==> src/rtl/decoder_pkg.sv <==
// Shared CSR decode types and the GPIO input CSR definitions.
//   word / r / CsrAddrT : CSR bus operand, immediate and address types
//   csr_op_t            : CSR operation encoding (funct3 layout, bit 2 = immediate form)
//   GpioCsrInData/Pend  : addresses of the GPIO input level and pending CSRs
//   gpio_mask_t         : per-pin mask, sized for the largest supported GPIO block
package decoder_pkg;

    localparam int unsigned XLen        = 32;
    localparam int unsigned RegIdxW     = 5;
    localparam int unsigned CsrAddrW    = 12;
    localparam int unsigned GpioNum     = 8;
    localparam int unsigned GpioMaxPins = 32;

    typedef logic [XLen-1:0]        word;
    typedef logic [RegIdxW-1:0]     r;
    typedef logic [CsrAddrW-1:0]    CsrAddrT;
    typedef logic [GpioMaxPins-1:0] gpio_mask_t;

    typedef enum logic [2:0] {
        CSR_NONE = 3'b000,
        CSRRW    = 3'b001,
        CSRRS    = 3'b010,
        CSRRC    = 3'b011,
        CSRRWI   = 3'b101,
        CSRRSI   = 3'b110,
        CSRRCI   = 3'b111
    } csr_op_t;

    localparam CsrAddrT GpioCsrInData = 12'hBC4;
    localparam CsrAddrT GpioCsrInPend = 12'hBC5;

    // Operand of a CSR instruction: zero-extended zimm for the *I forms, rs1 otherwise.
    function automatic word csr_operand(input csr_op_t op, input word data, input r zimm);
        logic [2:0] w_enc;
        w_enc = op;
        return w_enc[2] ? XLen'(zimm) : data;
    endfunction

    function automatic logic csr_is_clear(input csr_op_t op);
        return (op == CSRRC) || (op == CSRRCI);
    endfunction

endpackage

==> src/rtl/gpio_in_filter.sv <==
// One GPIO input: two-flop synchroniser, debounce counter, filtered level and edge strobes.
//   clk, rst_n : clock, asynchronous active-low reset
//   i_pin      : asynchronous pin
//   o_level    : filtered level (registered)
//   o_rise_c   : combinational, high in the cycle whose edge will move o_level 0->1
//   o_fall_c   : combinational, high in the cycle whose edge will move o_level 1->0
module gpio_in_filter #(
    parameter int unsigned Debounce = 4
) (
    input  logic clk,
    input  logic rst_n,
    input  logic i_pin,
    output logic o_level,
    output logic o_rise_c,
    output logic o_fall_c
);

    localparam int unsigned CntW    = (Debounce < 1) ? 1 : $clog2(Debounce + 1);
    localparam int unsigned CntLast = (Debounce > 1) ? Debounce - 1 : 0;

    logic            r_sync1;
    logic            r_sync2;
    logic            r_level;
    logic [CntW-1:0] r_cnt;
    logic            w_accept;

    // sync2 has differed from level long enough (or the filter is bypassed)
    assign w_accept = (r_sync2 != r_level) &&
                      ((Debounce <= 1) || (r_cnt == CntW'(CntLast)));

    always_ff @(posedge clk or negedge rst_n) begin
        if (!rst_n) begin
            r_sync1 <= 1'b0;
            r_sync2 <= 1'b0;
            r_level <= 1'b0;
            r_cnt   <= '0;
        end else begin
            r_sync1 <= i_pin;
            r_sync2 <= r_sync1;
            if (r_sync2 == r_level) begin
                r_cnt <= '0;
            end else if (w_accept) begin
                r_level <= r_sync2;
                r_cnt   <= '0;
            end else begin
                r_cnt <= r_cnt + CntW'(1);
            end
        end
    end

    assign o_level  = r_level;
    assign o_rise_c = w_accept &  r_sync2;
    assign o_fall_c = w_accept & ~r_sync2;

endmodule

==> src/rtl/csr_gpio_in.sv <==
// GPIO input CSR block: filtered pin levels (read-only CSR) and sticky edge-pending CSR.
//   clk, reset            : clock, asynchronous active-low reset
//   csr_enable/addr/op    : CSR instruction valid, address and operation
//   rs1_zimm, rs1_data    : immediate / register operand
//   pins                  : asynchronous external inputs
//   rise_mask, fall_mask  : per-pin edge event enables
//   out                   : read data of the addressed CSR (pre-operation), 0 otherwise
//   level                 : filtered pin levels
//   irq                   : OR of all pending bits
module csr_gpio_in
    import decoder_pkg::*;
#(
    parameter int unsigned PinNum   = GpioNum,
    parameter CsrAddrT     DataAddr = GpioCsrInData,
    parameter CsrAddrT     PendAddr = GpioCsrInPend,
    parameter int unsigned Debounce = 4
) (
    input  logic              clk,
    input  logic              reset,
    input  logic              csr_enable,
    input  CsrAddrT           csr_addr,
    input  r                  rs1_zimm,
    input  word               rs1_data,
    input  csr_op_t           csr_op,
    input  logic [PinNum-1:0] pins,
    input  logic [PinNum-1:0] rise_mask,
    input  logic [PinNum-1:0] fall_mask,
    output word               out,
    output logic [PinNum-1:0] level,
    output logic              irq
);

    logic [PinNum-1:0] w_level;
    logic [PinNum-1:0] w_rise;
    logic [PinNum-1:0] w_fall;
    logic [PinNum-1:0] w_set;
    logic [PinNum-1:0] w_clr;
    logic [PinNum-1:0] r_pend;
    word               w_operand;
    gpio_mask_t        w_opmask;
    logic              w_pend_clr;
    logic              w_unused;

    // Per-pin synchroniser and debounce filter
    for (genvar k = 0; k < PinNum; k++) begin : g_pin
        gpio_in_filter #(
            .Debounce (Debounce)
        ) u_filter (
            .clk      (clk),
            .rst_n    (reset),
            .i_pin    (pins[k]),
            .o_level  (w_level[k]),
            .o_rise_c (w_rise[k]),
            .o_fall_c (w_fall[k])
        );
    end

    assign w_operand  = csr_operand(csr_op, rs1_data, rs1_zimm);
    assign w_opmask   = gpio_mask_t'(w_operand);
    // Operand bits above PinNum have no pending bit behind them
    assign w_unused   = ^w_opmask;
    assign w_pend_clr = csr_enable && (csr_addr == PendAddr) && csr_is_clear(csr_op);
    assign w_clr      = w_pend_clr ? w_opmask[PinNum-1:0] : '0;
    assign w_set      = (w_rise & rise_mask) | (w_fall & fall_mask);

    // Sticky pending bits; a new event wins over a same-cycle clear
    always_ff @(posedge clk or negedge reset) begin
        if (!reset) begin
            r_pend <= '0;
        end else begin
            r_pend <= (r_pend & ~w_clr) | w_set;
        end
    end

    // Read mux returns the value before this instruction's effect
    always_comb begin
        out = '0;
        if (csr_enable) begin
            if (csr_addr == DataAddr) begin
                out = word'(w_level);
            end else if (csr_addr == PendAddr) begin
                out = word'(r_pend);
            end
        end
    end

    assign level = w_level;
    assign irq   = |r_pend;

endmodule

==> config.mk <==
export PLATFORM = sky130hd
export DESIGN_NAME = csr_gpio_in
export DESIGN_NICKNAME = d
export VERILOG_FILES = /design/src/rtl/decoder_pkg.sv /design/src/rtl/gpio_in_filter.sv /design/src/rtl/csr_gpio_in.sv
export SDC_FILE = /design/constraint.sdc
export NUM_CORES = 1
export LEC_CHECK = 0
export ABC_AREA = 1
export CAP_MARGIN = 25
export CORE_ASPECT_RATIO = 2
export CORE_MARGIN = 2
export CORE_UTILIZATION = 25
export DETAILED_ROUTE_END_ITERATION = 7
export SLEW_MARGIN = 10
export SYNTH_ARGS = -nofsm -noshare
export SYNTH_HDL_FRONTEND = slang
export SYNTH_SLANG_ARGS = --single-unit
==> constraint.sdc <==
create_clock -name clk -period 2.4 [get_ports clk]
set_clock_uncertainty 0.2 [all_clocks]
set_input_delay 0.48 -clock clk [delete_from_list [all_inputs] [get_ports clk]]
set_output_delay 0.48 -clock clk [all_outputs]
set_load 0.05 [all_outputs]
==> reports/results.tsv <==
metric	value	unit
synth-seq-cells	56	
synth_cell_types	22	
cts-htree-levels	2	
cts_root_buffer	clkbuf_16	
netlist_area	0.00276	sq mm
finalWirelength	6.09	mm
ant_nets	0	
n_fill_cell	1106	
r2r-end	g_pin[5].u_filter.o_level	
rrSetupSlack	1040	ps
fmax	0.432	GHz
synth.yosys.seq_area_share	50.9	%
setup_viol	0	
vdd_drop_max	0.368	mV
seqCellArea	0.00140	sq mm
cp.arrival	1630	ps
ys.warnings.count	0	
die_w	78.2	um
grt_use_total	11.0	%
leakagePower	1.77	nW
cp_slowest_stage_delay	850	ps
grt_pass1_wl	10.4	mm
final_cell_mix	56 x dfrtp_1, 55 x nand2_1, 48 x clkdlybuf4s50_1	
initial_core_util	25.5	%
r2r-start	g_pin[5].u_filter.r_cnt[0]	
startpoint_type	flop	
r2r_cells	3	
core_region_area	0.0108	sq mm
crit_path_end	level[6]	
cts_tree	yes	
required	1720	ps
io_pins	120	
multi_input_area	0.00123	sq mm
yosysTopAreaCell	dfrtp_1	
hpwl	4.58	mm
finalHoldViolations	0	
slew_headroom	65.4	%
placementRows	54	
diodes	0	
cp_slowest_cell	clkdlybuf4s50_1	
tns	0	ps
crit_start	g_pin[6].u_filter.o_level	
dieArea	0.0119	sq mm
clkLatencyLatePin	290	ps
gp_congestion	0.690	
crit_chain	clkdlybuf4s50_1	
power_frac_comb	33.9	%
maxSlewViolCount	0	
cp.depth	1	
synthToLayoutAreaGrowth	45.0	%
portBuffers	71	
overflow	0	
whs	145	ps
clock_sinks	56	
first_global_vias	2216	
cp_num_buf_inv	1	
fin_crit_sh	96.5	%
layout_commonest_cell	dfrtp_1	
numCtsBuffers	5	
drt_iter0_markers	76	
endpoint_kind	primary output	
worstMarginPinSlew	517	ps
grt_max_degree	38	
layout-drive-gt1-share	22.5	%
die_h	152	um
max_cap_viol_count	0	
period_minus_slack	2310	ps
crit_family	buffers and inverters	
avgSynthCellArea	9.50	sq um
switchingPower	1.27	mW
num_vias	2100	
clockBufferDepth	2	
avgViaCountPerCell	4.09	
antenna_found_initial	0	
clk_pin_slew	70	ps
status	finished, final reports clean	
nets	459	
routedWlPerCell	11.9	um
yosys-top-cells-area	dfrtp_1 51%, buf_4 8.7%, nand2_1 7.9%	
cp_max_fo	4	
swShare	38.4	%
synth_top_cell_area_share	50.9	%
syn-instance-count	290	
critPathKind	reg -> out	
p_per_area	826	mW/mm^2
seqPwrFrac	44.0	%
dr.pass1.iters	4	
p_int	2.03	mW
drc_errors	0	
hold_class	reg -> reg	
clkPwrFrac	22.2	%
[metrics by stage]
step | worst slack, ps | instances | area (sq um) | util (%) | power, mW
after global placement | -122 | 495 | 3630 | 33.5 | 2.52
final | 85.1 | 513 | 3990 | 36.9 | 3.30
after CTS | 7.54 | 516 | 4000 | 37.0 | 3.34
after floorplan | 188 | 313 | 2870 | - | 2.28
after global routing | -0.470 | 513 | 3990 | 36.9 | 3.54
after detailed placement | -131 | 495 | 3630 | 33.5 | 2.56
[per-layer routing]
metal / GRT usage, % / wire length (um) / vias up / share of wire (%)
li1: - / - / 1048 / -
met3: 2.13 / 417 / 5 / 6.8
met1: 12.5 / 2350 / 965 / 39
met2: 20.1 / 3230 / 82 / 53
met5: 0 / 0 / - / 0
met4: 4.01 / 93 / 0 / 1.5
[cell type report]
type | instances | area share [%]
clock buffers | 5 | 3.13
clock inverters | 3 | 0.564
inverters | 28 | 2.63
multi-input cells | 194 | 30.9
flip-flops and latches | 56 | 35.1
well taps | 140 | 4.39
repair buffers | 87 | 23.3
[power groups by stage]
stage | clock network [mW] | logic [mW] | registers, mW
3_5_place_dp | 0 | 1.12 | 1.44
3_3_place_gp | 0 | 1.08 | 1.43
5_1_grt | 0.804 | 1.25 | 1.49
4_1_cts | 0.767 | 1.13 | 1.44
2_1_floorplan | 0 | 0.917 | 1.36
6_report | 0.732 | 1.12 | 1.45
[synth_stat cells, drive strengths merged]
library cell  count
nand2            59
dfrtp            56
buf              36
inv              27
nor2             25
nand3            17
nor3             16
mux2             13
a21oi             8
ha                8
nand4             8
xnor2             8
o21ai             5
nor4              2
clkinv            1
conb              1
[flip-flops by register name (all words and copies together), names as in the netlist]
| signal | cells |
|---|---|
| g_pin.u_filter.r_cnt | 24 |
| g_pin.u_filter.o_level | 8 |
| r_pend | 8 |
| g_pin.u_filter.r_sync2 | 8 |
| g_pin.u_filter.r_sync1 | 8 |
[logic make-up (layout without fill, tap and decap cells)]
family / after synthesis / count (layout) / synth area share [%]
simple gates: 127 / 128 / 21.2
xor+xnor: 8 / 8 / 2.54
other cells: 1 / 24 / 0.136
compound gates: 13 / 13 / 2.36
flops: 56 / 56 / 50.9
fa+ha+maj: 8 / 8 / 3.63
buf+inv: 64 / 123 / 13.9
mux: 13 / 13 / 5.31
[repair_timing]
| action | CTS | global route |
|---|---|---|
| hold endpoints to repair | 19 | 0 |
| hold buffers | 1 | 0 |
| setup endpoints to repair | 8 | 8 |
| pin swaps | 19 | 11 |
| resized for setup | 35 | 14 |
| setup buffers | 9 | 0 |
| cloned | 3 | 0 |
[how the worst min path moves through the flow]
stage / from / to / cells past startpoint
floorplan: reset / g_pin[0].u_filter.o_level / 0
global placement: g_pin[1].u_filter.r_sync1 / g_pin[1].u_filter.r_sync2 / 0
detailed placement: g_pin[1].u_filter.r_sync1 / g_pin[1].u_filter.r_sync2 / 0
CTS: g_pin[1].u_filter.r_sync1 / g_pin[1].u_filter.r_sync2 / 0
global route: g_pin[1].u_filter.r_sync1 / g_pin[1].u_filter.r_sync2 / 0
finish: g_pin[1].u_filter.r_sync1 / g_pin[1].u_filter.r_sync2 / 0
(Power assumes the default switching activity.)
